`config.mk`:
```
export PLATFORM = sky130hd
export DESIGN_NAME = uart_tx_fifo_flat
export DESIGN_NICKNAME = d
export VERILOG_FILES = /design/src/rtl/uart_tx_fifo_pkg.sv /design/src/rtl/uart_tx_fifo_if.sv /design/src/rtl/uart_tx_fifo_byte_fifo.sv /design/src/rtl/uart_tx_fifo.sv /design/src/flat_wrapper.sv
export SDC_FILE = /design/constraint.sdc
export NUM_CORES = 1
export LEC_CHECK = 0
export CAP_MARGIN = 20
export CELL_PAD_IN_SITES_DETAIL_PLACEMENT = 0
export CELL_PAD_IN_SITES_GLOBAL_PLACEMENT = 1
export CORE_UTILIZATION = 25
export DETAILED_ROUTE_END_ITERATION = 10
export HOLD_SLACK_MARGIN = 0.15
export PLACE_DENSITY_LB_ADDON = 0.1
export RECOVER_POWER = 25
export SETUP_SLACK_MARGIN = 0.02
export SYNTH_ARGS = -nofsm -noshare
export SYNTH_HDL_FRONTEND = slang
export SYNTH_SLANG_ARGS = --single-unit
export TNS_END_PERCENT = 1
```
`constraint.sdc`:
```
create_clock -name clk -period 6.66 [get_ports clk]
set_input_delay 0.666 -clock clk [delete_from_list [all_inputs] [get_ports clk]]
set_output_delay 0.666 -clock clk [all_outputs]
set_load 0.02 [all_outputs]
```
`src/rtl/uart_tx_fifo_pkg.sv`:
```
// Shared definitions for the FIFO-fed 8N1 serial transmitter.
package uart_tx_fifo_pkg;

  localparam int unsigned DATA_BITS = 8;
  localparam int unsigned STOP_BITS = 1;
  localparam int unsigned MIN_DIV   = 2;
  localparam int unsigned BIT_IDX_W = $clog2(DATA_BITS);

  typedef enum logic [1:0] {
    ST_IDLE  = 2'd0,
    ST_START = 2'd1,
    ST_DATA  = 2'd2,
    ST_STOP  = 2'd3
  } tx_state_e;

  typedef logic [DATA_BITS-1:0] tx_byte_t;

endpackage

```
`src/rtl/uart_tx_fifo_if.sv`:
```
// CPU write path, configuration and status bundle of the serial transmitter.
interface uart_tx_fifo_if #(
  parameter int unsigned FIFO_AW = 4,
  parameter int unsigned DIV_W   = 32
);

  logic [DIV_W-1:0] cfg_divider;
  logic             wr;
  logic [7:0]       data;
  logic             clr_ovf;
  logic             ser_tx;
  logic             full;
  logic             empty;
  logic [FIFO_AW:0] level;
  logic             busy;
  logic             overflow;

  modport master (
    output cfg_divider, wr, data, clr_ovf,
    input  ser_tx, full, empty, level, busy, overflow
  );

  modport slave (
    input  cfg_divider, wr, data, clr_ovf,
    output ser_tx, full, empty, level, busy, overflow
  );

endinterface

```
`src/rtl/uart_tx_fifo_byte_fifo.sv`:
```
// Synchronous circular byte FIFO with registered full/empty/level and
// first-word fall-through read data.
module uart_tx_fifo_byte_fifo
  import uart_tx_fifo_pkg::*;
#(
  parameter int unsigned FIFO_AW = 4
) (
  input  logic             clk,
  input  logic             resetn,
  input  logic             i_push,
  input  logic             i_pop,
  input  tx_byte_t         i_din,
  output tx_byte_t         o_dout,
  output logic             o_full,
  output logic             o_empty,
  output logic [FIFO_AW:0] o_level
);

  localparam int unsigned DEPTH = 1 << FIFO_AW;

  tx_byte_t           r_mem [DEPTH];
  logic [FIFO_AW-1:0] r_wr_ptr;
  logic [FIFO_AW-1:0] r_rd_ptr;
  logic [FIFO_AW:0]   r_level;
  logic [FIFO_AW:0]   w_level_nxt;
  logic               r_full;
  logic               r_empty;
  logic               w_push_ok;
  logic               w_pop_ok;

  // A push into a full FIFO is dropped even if a pop happens in the same cycle.
  assign w_push_ok = i_push & ~r_full;
  assign w_pop_ok  = i_pop & ~r_empty;

  always_comb begin
    w_level_nxt = r_level;
    case ({w_push_ok, w_pop_ok})
      2'b10:   w_level_nxt = r_level + (FIFO_AW+1)'(1);
      2'b01:   w_level_nxt = r_level - (FIFO_AW+1)'(1);
      default: w_level_nxt = r_level;
    endcase
  end

  always_ff @(posedge clk) begin
    if (!resetn) begin
      r_wr_ptr <= '0;
      r_rd_ptr <= '0;
      r_level  <= '0;
      r_full   <= 1'b0;
      r_empty  <= 1'b1;
    end else begin
      if (w_push_ok) r_wr_ptr <= r_wr_ptr + FIFO_AW'(1);
      if (w_pop_ok)  r_rd_ptr <= r_rd_ptr + FIFO_AW'(1);
      r_level <= w_level_nxt;
      r_full  <= (w_level_nxt == (FIFO_AW+1)'(DEPTH));
      r_empty <= (w_level_nxt == '0);
    end
  end

  always_ff @(posedge clk) begin
    if (w_push_ok) r_mem[r_wr_ptr] <= i_din;
  end

  assign o_dout  = r_mem[r_rd_ptr];
  assign o_full  = r_full;
  assign o_empty = r_empty;
  assign o_level = r_level;

endmodule

```
`src/rtl/uart_tx_fifo.sv`:
```
// FIFO-fed 8N1 serial transmitter: start bit, 8 data bits LSB first, stop bit,
// each lasting div_q clocks, with back-to-back frames when bytes are queued.
module uart_tx_fifo
  import uart_tx_fifo_pkg::*;
#(
  parameter int unsigned FIFO_AW = 4,
  parameter int unsigned DIV_W   = 32
) (
  input  logic           clk,
  input  logic           resetn,
  uart_tx_fifo_if.slave  bus
);

  tx_state_e            r_state;
  tx_state_e            w_state_nxt;
  logic [DIV_W-1:0]     r_div_q;
  logic [DIV_W-1:0]     w_div_nxt;
  logic [DIV_W-1:0]     r_cnt;
  logic [DIV_W-1:0]     w_cnt_nxt;
  logic [DIV_W-1:0]     w_div_eff;
  tx_byte_t             r_sh;
  tx_byte_t             w_sh_nxt;
  logic [BIT_IDX_W-1:0] r_bit;
  logic [BIT_IDX_W-1:0] w_bit_nxt;
  logic                 r_ser_tx;
  logic                 w_ser_nxt;
  logic                 r_busy;
  logic                 w_busy_nxt;
  logic                 r_overflow;
  logic                 w_overflow_nxt;
  logic                 w_tick;
  logic                 w_load;
  logic                 w_pop;
  logic                 w_accept;
  logic                 w_empty_nxt;
  tx_byte_t             w_fifo_dout;
  logic                 w_fifo_full;
  logic                 w_fifo_empty;
  logic [FIFO_AW:0]     w_fifo_level;

  uart_tx_fifo_byte_fifo #(.FIFO_AW(FIFO_AW)) u_byte_fifo (
    .clk     (clk),
    .resetn  (resetn),
    .i_push  (bus.wr),
    .i_pop   (w_pop),
    .i_din   (bus.data),
    .o_dout  (w_fifo_dout),
    .o_full  (w_fifo_full),
    .o_empty (w_fifo_empty),
    .o_level (w_fifo_level)
  );

  assign w_div_eff = (bus.cfg_divider < DIV_W'(MIN_DIV)) ? DIV_W'(MIN_DIV) : bus.cfg_divider;
  assign w_tick    = (r_cnt == '0);

  // Next-state, datapath and registered-output values.
  always_comb begin
    w_state_nxt    = r_state;
    w_div_nxt      = r_div_q;
    w_cnt_nxt      = r_cnt;
    w_sh_nxt       = r_sh;
    w_bit_nxt      = r_bit;
    w_load         = 1'b0;
    w_pop          = 1'b0;
    w_ser_nxt      = 1'b1;
    w_busy_nxt     = 1'b0;
    w_overflow_nxt = r_overflow;
    w_accept       = 1'b0;
    w_empty_nxt    = 1'b1;

    case (r_state)
      ST_IDLE: begin
        w_load = ~w_fifo_empty;
      end
      ST_START: begin
        if (w_tick) begin
          w_cnt_nxt   = r_div_q - DIV_W'(1);
          w_bit_nxt   = '0;
          w_state_nxt = ST_DATA;
        end else begin
          w_cnt_nxt = r_cnt - DIV_W'(1);
        end
      end
      ST_DATA: begin
        if (w_tick) begin
          w_cnt_nxt = r_div_q - DIV_W'(1);
          if (r_bit == BIT_IDX_W'(DATA_BITS - 1)) begin
            w_bit_nxt   = '0;
            w_state_nxt = ST_STOP;
          end else begin
            w_sh_nxt  = r_sh >> 1;
            w_bit_nxt = r_bit + BIT_IDX_W'(1);
          end
        end else begin
          w_cnt_nxt = r_cnt - DIV_W'(1);
        end
      end
      ST_STOP: begin
        if (w_tick) begin
          if (r_bit == BIT_IDX_W'(STOP_BITS - 1)) begin
            w_state_nxt = ST_IDLE;
            w_load      = ~w_fifo_empty;
          end else begin
            w_cnt_nxt = r_div_q - DIV_W'(1);
            w_bit_nxt = r_bit + BIT_IDX_W'(1);
          end
        end else begin
          w_cnt_nxt = r_cnt - DIV_W'(1);
        end
      end
      default: w_state_nxt = ST_IDLE;
    endcase

    // Frame start: pop the head and latch the divider for the whole frame.
    if (w_load) begin
      w_pop       = 1'b1;
      w_sh_nxt    = w_fifo_dout;
      w_div_nxt   = w_div_eff;
      w_cnt_nxt   = w_div_eff - DIV_W'(1);
      w_state_nxt = ST_START;
    end

    case (w_state_nxt)
      ST_START: w_ser_nxt = 1'b0;
      ST_DATA:  w_ser_nxt = w_sh_nxt[0];
      default:  w_ser_nxt = 1'b1;
    endcase

    w_accept    = bus.wr & ~w_fifo_full;
    w_empty_nxt = ~w_accept &
                  (w_fifo_empty | (w_pop & (w_fifo_level == (FIFO_AW+1)'(1))));
    w_busy_nxt  = (w_state_nxt != ST_IDLE) | ~w_empty_nxt;

    if (bus.wr & w_fifo_full) w_overflow_nxt = 1'b1;
    else if (bus.clr_ovf)     w_overflow_nxt = 1'b0;
  end

  always_ff @(posedge clk) begin
    if (!resetn) begin
      r_state    <= ST_IDLE;
      r_div_q    <= DIV_W'(MIN_DIV);
      r_cnt      <= '0;
      r_sh       <= '0;
      r_bit      <= '0;
      r_ser_tx   <= 1'b1;
      r_busy     <= 1'b0;
      r_overflow <= 1'b0;
    end else begin
      r_state    <= w_state_nxt;
      r_div_q    <= w_div_nxt;
      r_cnt      <= w_cnt_nxt;
      r_sh       <= w_sh_nxt;
      r_bit      <= w_bit_nxt;
      r_ser_tx   <= w_ser_nxt;
      r_busy     <= w_busy_nxt;
      r_overflow <= w_overflow_nxt;
    end
  end

  assign bus.ser_tx   = r_ser_tx;
  assign bus.full     = w_fifo_full;
  assign bus.empty    = w_fifo_empty;
  assign bus.level    = w_fifo_level;
  assign bus.busy     = r_busy;
  assign bus.overflow = r_overflow;

endmodule

```
`src/flat_wrapper.sv`:
```
// flat-port wrapper written by rule: the top's interface ports become plain ports
module uart_tx_fifo_flat import uart_tx_fifo_pkg::*;
#(
  parameter int unsigned FIFO_AW = 4,
  parameter int unsigned DIV_W   = 32
)
  (clk, resetn, bus_cfg_divider, bus_wr, bus_data, bus_clr_ovf, bus_ser_tx, bus_full, bus_empty, bus_level, bus_busy, bus_overflow);
  uart_tx_fifo_if #(.FIFO_AW(FIFO_AW), .DIV_W(DIV_W)) bus_i ();
  input  logic clk;
  input  logic resetn;
  input wire logic [$bits(bus_i.cfg_divider)-1:0] bus_cfg_divider;
  input wire logic [$bits(bus_i.wr)-1:0] bus_wr;
  input wire logic [$bits(bus_i.data)-1:0] bus_data;
  input wire logic [$bits(bus_i.clr_ovf)-1:0] bus_clr_ovf;
  output wire logic [$bits(bus_i.ser_tx)-1:0] bus_ser_tx;
  output wire logic [$bits(bus_i.full)-1:0] bus_full;
  output wire logic [$bits(bus_i.empty)-1:0] bus_empty;
  output wire logic [$bits(bus_i.level)-1:0] bus_level;
  output wire logic [$bits(bus_i.busy)-1:0] bus_busy;
  output wire logic [$bits(bus_i.overflow)-1:0] bus_overflow;
  assign bus_i.cfg_divider = bus_cfg_divider;
  assign bus_i.wr = bus_wr;
  assign bus_i.data = bus_data;
  assign bus_i.clr_ovf = bus_clr_ovf;
  assign bus_ser_tx = bus_i.ser_tx;
  assign bus_full = bus_i.full;
  assign bus_empty = bus_i.empty;
  assign bus_level = bus_i.level;
  assign bus_busy = bus_i.busy;
  assign bus_overflow = bus_i.overflow;
  uart_tx_fifo #(.FIFO_AW(FIFO_AW), .DIV_W(DIV_W)) u_core (.clk(clk), .resetn(resetn), .bus(bus_i));
endmodule
```
==> results.sh <==
export IMPL_n_fill_cell=4235
export IMPL_yosysTopAreaCell="edfxtp_1"
export IMPL_area_delta_synth_final_pct=19.8
export IMPL_ys_flop_type="edfxtp_1"
export IMPL_relSlewSlack=0.306
export IMPL_critPathMostFrequentCell="or4_1"
export IMPL_netlist_instances=934
export IMPL_critPathCaptureType="flip-flop"
export IMPL_finalMaxSlewViolations=0
export IMPL_power_density_nw_per_um2=434
export IMPL_grt_pass1_wl_um=48400
export IMPL_cts_sinks=227
export IMPL_synth_warnings=0
export IMPL_finalCritPeriodShare=0.723
export IMPL_wl_per_cell_um=20.7
export IMPL_ctsHoldBuffers=0
export IMPL_grt_max_degree=61
export IMPL_syn_num_nets=996
export IMPL_cts_setup_buffers=0
export IMPL_rows=74
export IMPL_setup_tns_ps=0
export IMPL_cp_num_buf_inv=1
export IMPL_first_pass_iters=7
export IMPL_required_ps=7150
export IMPL_core_um2=41300
export IMPL_max_stage_delay_ps=920
export IMPL_crit_path_cell_trace="clkdlybuf4s50_1 > nor4_1 > nand4_1 > or3_1 > and2_1 > a21oi_1 > ha_1 > nand2_1 > o32a_1 > or4_1 > or4_1 > a311oi_1"
export IMPL_seqPwrFrac=0.336
export IMPL_slowest_stage="nor4_1"
export IMPL_synthTopCellsByCount="edfxtp_1, nor2_1, dfxtp_1, nand2_1, a21oi_1"
export IMPL_fp_dieW_um=208
export IMPL_num_antenna_cells=0
export IMPL_maxCapViolCount=0
export IMPL_drc=0
export IMPL_rsz0062_at_grt="false"
export IMPL_root_buffer="clkbuf_16"
export IMPL_tightest_slew_ps=1030
export IMPL_die_y_um=208
export IMPL_cts_made_buffers=28
export IMPL_clockPowerShare=0.287
export IMPL_pwr_share_comb=0.377
export IMPL_clk_latency_ps=570
export IMPL_synth_top_area_frac=0.364
export IMPL_min_period_ps=4820
export IMPL_finalNetCount=1038
export IMPL_switching_share=0.370
export IMPL_cp_top_family="simple AND/OR/NAND/NOR gates"
export IMPL_ys_ff_latch=227
export IMPL_htree_levels=1
export IMPL_synth_area_leaders="edfxtp_1, dfxtp_1, mux4_2"
export IMPL_status="completed"
export IMPL_p_int_uw=3460
export IMPL_vdd_ir_drop_max_mv=0.190
export IMPL_post_drt_via_cell_ratio=4.96
export IMPL_start_util=0.256
export IMPL_hold_class="flip-flop to flip-flop"
export IMPL_finalPower_uw=5490
export IMPL_vias=7584
export IMPL_grt_usage=0.147
export IMPL_ios=54
export IMPL_skew_ps=11.4
export IMPL_fmax_mhz=208
export IMPL_cts_buffer_depth=3
export IMPL_synthMostInstantiatedCell="edfxtp_1"
export IMPL_cts_tree="yes"
export IMPL_p_sw_uw=2030
export IMPL_synth_edf_count=128
export IMPL_cp_max_fo=11
export IMPL_ys_types=66
export IMPL_crit_type="input pin to flip-flop"
export IMPL_leakagePower_uw=0.00423
export IMPL_hpwl_um=21000
export IMPL_numPortBuffers=53
export IMPL_finalSetupViolations=0
export IMPL_syn_cell_area_um2=10600
export IMPL_finalHoldViolCount=0
export IMPL_drt_first_iter_violations=471
export IMPL_grt_ovfl_total=0
export IMPL_place_congestion=0.777
export IMPL_cts_resized=0
export IMPL_synth_async_reset_ratio=0
export IMPL_startpoint_type="input pin"
export IMPL_drive_above_1_share=0.121
export IMPL_antenna_found_initial=0
export IMPL_seq_area_frac_synth=0.551
export IMPL_grt_pass1_vias=7596
export IMPL_worstPathArrival_ps=5300
export IMPL_dieArea_um2=43100
export IMPL_dp_cells=1478
export IMPL_drtAntennaViolNets=0
export IMPL_fin_cells=1530
export IMPL_wirelength_um=31700
export IMPL_avgSynthCellArea_um2=11.3
export IMPL_clk_pin_slew_worst_paths_ps=60
-- cell type report --
cell class | count | area [um2] | share of cell area
Clock buffer | 46 | 828 | 0.0654
Inverter | 17 | 63.8 | 0.00504
Multi-Input combinational cell | 635 | 4510 | 0.356
Tap cell | 532 | 666 | 0.0526
Sequential cell | 227 | 5830 | 0.460
Timing Repair Buffer | 67 | 636 | 0.0502
Clock inverter | 6 | 130 | 0.0103
-- power groups by stage --
stage | clock network (uW) | registers [uW] | logic [uW]
finish | 1580 | 1840 | 2070
global placement | 0 | 1880 | 2110
global route | 1680 | 1870 | 2300
floorplan | 0 | 1820 | 1500
CTS | 1620 | 1840 | 2100
detailed placement | 0 | 1870 | 2090
-- final timing paths --
kind                   endpoint  slack, ps               start  cells after the start
min          u_core.r_div_q[28]        460  u_core.r_div_q[28]                      2
max reg2reg    u_core.r_cnt[30]       1920   u_core.r_state[0]                     15
max            u_core.r_cnt[30]       1840  bus_cfg_divider[4]                     12
min reg2reg  u_core.r_div_q[28]        460  u_core.r_div_q[28]                      2
-- worst min-delay path: cells and delay by family, from the launching register on --
family | cells | cell delay (ps)
DFF | 1 | 310
and+or+nand+nor | 1 | 50
AOI/OAI and AO/OA | 1 | 50
-- logic make-up after synthesis --
family | synth area share
xor gates and xnor gates | 0.0182
AOI/OAI and AO/OA | 0.148
muxes | 0.0998
and+or+nand+nor | 0.135
adders and majority gates | 0.0213
buffers and inverters | 0.0257
DFF | 0.551
-- cells in the final DEF, fill, tap and decap left out, types with 6 or more instances in the layout --
cell	count
nor2_1	100
or3_1	17
a21boi_0	12
dlygate4sd3_1	6
nand2_1	85
xnor2_1	12
nand4_1	6
clkdlybuf4s50_1	47
o22ai_1	6
clkbuf_16	28
edfxtp_1	128
mux2i_1	12
nand2b_1	6
a21o_1	16
a21oi_1	75
buf_4	14
inv_1	14
clkbuf_8	6
ha_1	18
clkbuf_1	12
mux4_2	40
nor3_1	26
o21ai_0	37
a211oi_1	28
dfxtp_1	98
nand3_1	15
nor4_1	9
or4_1	7
xor2_1	10
a311oi_1	10
-- registers in the layout, indices dropped and copies added, names as in the netlist, 2 cells and up, named ones only --
name,cells
u_core.u_byte_fifo.r_mem,128
u_core.u_byte_fifo.o_level,5
u_core.u_byte_fifo.r_rd_ptr,4
u_core.r_bit,3
u_core.r_div_q,32
u_core.u_byte_fifo.r_wr_ptr,4
u_core.r_cnt,32
u_core.r_state,2
u_core.r_sh,8
-- per-layer routing --
| metal | wire length, um | GRT usage | vias to the layer above |
|---|---|---|---|
| met2 | 13700 | 0.221 | 136 |
| li1 | - | - | 3628 |
| met1 | 16100 | 0.220 | 3785 |
| met3 | 1290 | 0.0216 | 35 |
| met5 | 0 | 0 | - |
| met4 | 503 | 0.0352 | 0 |
-- stage by stage --
stage                util  setup WS (ps)  hold WS (ps)  area (um2)
finish              0.307           1840           457       12700
global route        0.307           1600           468       12700
CTS                 0.307           1900           458       12700
detailed placement  0.283           1380           449       11700
global placement    0.283           1320           442       11700
floorplan               -           1660           427       10600
Note: power is estimated with default switching activity, not from simulation.
==> edit (same settings) <==
`FIFO_AW` is set to 4 in 4 places; all go to 5.
--- a/src/rtl/uart_tx_fifo_if.sv
+++ b/src/rtl/uart_tx_fifo_if.sv
@@ -1,6 +1,6 @@
 // CPU write path, configuration and status bundle of the serial transmitter.
 interface uart_tx_fifo_if #(
-  parameter int unsigned FIFO_AW = 4,
+  parameter int unsigned FIFO_AW = 5,
   parameter int unsigned DIV_W   = 32
 );
 
--- a/src/rtl/uart_tx_fifo_byte_fifo.sv
+++ b/src/rtl/uart_tx_fifo_byte_fifo.sv
@@ -3,7 +3,7 @@
 module uart_tx_fifo_byte_fifo
   import uart_tx_fifo_pkg::*;
 #(
-  parameter int unsigned FIFO_AW = 4
+  parameter int unsigned FIFO_AW = 5
 ) (
   input  logic             clk,
   input  logic             resetn,
--- a/src/rtl/uart_tx_fifo.sv
+++ b/src/rtl/uart_tx_fifo.sv
@@ -3,7 +3,7 @@
 module uart_tx_fifo
   import uart_tx_fifo_pkg::*;
 #(
-  parameter int unsigned FIFO_AW = 4,
+  parameter int unsigned FIFO_AW = 5,
   parameter int unsigned DIV_W   = 32
 ) (
   input  logic           clk,
--- a/src/flat_wrapper.sv
+++ b/src/flat_wrapper.sv
@@ -1,7 +1,7 @@
 // flat-port wrapper written by rule: the top's interface ports become plain ports
 module uart_tx_fifo_flat import uart_tx_fifo_pkg::*;
 #(
-  parameter int unsigned FIFO_AW = 4,
+  parameter int unsigned FIFO_AW = 5,
   parameter int unsigned DIV_W   = 32
 )
   (clk, resetn, bus_cfg_divider, bus_wr, bus_data, bus_clr_ovf, bus_ser_tx, bus_full, bus_empty, bus_level, bus_busy, bus_overflow);
Ports: changed (resized bus_level); port bits go from 54 to 55. The function was not compared with the original's and may differ.
==> edit against the unedited design <==
- critical path depth grew 1
- synthesized area up 50%
- non-clock buffer count rose by 14
- first-iteration DRC count up 27%
- sequential power grew 54%
- cell area up 50%
- wire length increased by 47%
- synthesized cell count grew 27%
- setup slack improved by 280 ps
- sequential cell count is 132 higher
- register-to-register slack improved by 200 ps
- clock skew increased by 34 ps
- total power grew 45%
- largest cell class unchanged
==> edit: results (changes against the unedited design) <==
stage	metric	value	unit	change
global_route	largest net degree at the start of global routing	52		-15%
synth	EDFF count, synth	256		+100%
synth	syn nets	1249		+25%
place	Placed Instances	2038		+38%
timing	Max Clock Skew	44.9	ps	+33.5 ps
pwr	VDD IR max	0.000197	V	+3.9%
setup_path	data arrival time of the worst path	4960	ps	-340 ps
place	DP HPWL	30800	um	+46%
synth	synth cell count leaders	edfxtp_1 (256), nor2_1 (110), dfxtp_1 (103), nand2_1 (101), mux4_2 (80)		
synth	post-synthesis sequential area ratio	61.3	%	+6.2 points
setup_path	Worst path slowest cell	nor3_2		
place	IO Port Bufs	54		+1.9%
synth	largest cells by area after synthesis	edfxtp_1 (48%), dfxtp_1 (13%), mux4_2 (11%), nor2_1 (2.6%), nand2_1 (2.4%)		
final_layout	layout filler cell count	6379		+51%
place	Setup Slack @ Placement	1790	ps	+411 ps
routing	Initial DRC Count	596		+27%
cts	Skew-Pair Late Insertion Delay	600	ps	+30 ps
synth	Avg Cell Area, Syn	13.4	um2	+18%
global_route	global-route wire length before repair	69300	um	+43%
final_layout	biggest regs	u_core.u_byte_fifo.r_mem: 256 flops, u_core.r_cnt: 32 flops, u_core.r_div_q: 32 flops		
global_route	Total GRT Usage	14.6	%	-0.13 points
setup_path	Startpoint Class	flip-flop		
routing	Routed WL	46400	um	+47%
final_layout	nets@finish	1303		+26%
status	outcome	completed		
edit: changes by cell type in the layout (fill, tap and decap cells not counted), moves of 12 or more:
cell       delta
or3_1        -12
nand2_1      +16
clkbuf_16    +17
clkinv_1     +12
mux4_2       +40
nand3_1      +18
edfxtp_1    +128
edit: cells by family after synthesis:
group,after synthesis,synth area share (%)
DFF,359,61.3
xor gates and xnor gates,19,1.05
buffers and inverters,90,2.28
AOI/OAI and AO/OA,244,10.3
muxes,94,12.2
and+or+nand+nor,363,11.4
adders and majority gates,18,1.42
edit: final timing paths:
check | cells after the start | start | end | slack [ps]
hold / removal | 2 | u_core.r_div_q[30] | u_core.r_div_q[30] | 460
hold reg to reg | 2 | u_core.r_div_q[30] | u_core.r_div_q[30] | 460
setup reg to reg | 13 | u_core.r_state[0] | u_core.r_cnt[26] | 2120
setup / recovery | 13 | u_core.r_state[0] | u_core.r_cnt[26] | 2120
edit: where the power goes:
| part | total [uW] | switching (uW) | leakage [uW] | internal [uW] |
|---|---|---|---|---|
| clock | 2470 | 1020 | 0.000712 | 1450 |
| sequential | 2840 | 267 | 0.00315 | 2580 |
| combinational | 2630 | 1600 | 0.00211 | 1020 |
edit: per-layer routing:
layer  global-route usage [%]  share of wire, %  vias up
li1                         -                 -     4747
met1                     19.3                46     5095
met2                     24.5                49      152
met3                     2.04               2.8       67
met4                     4.73               2.5        0
met5                        0                 0        -
edit: area by class of cell:
type	count	area, um2	share of cell area (%)
flip-flops and latches	359	9750	51.4
multi-input cells	738	5800	30.6
inverters	16	61.3	0.323
well taps	846	1060	5.58
clock inverters	31	324	1.71
repair buffers	81	820	4.32
clock buffers	53	1160	6.09
edit: stage by stage:
stage	total power [uW]	area [um2]
global placement	5570	17400
CTS	8070	19000
detailed placement	5550	17500
global route	8400	19000
finish	7940	19000
floorplan	4690	15900
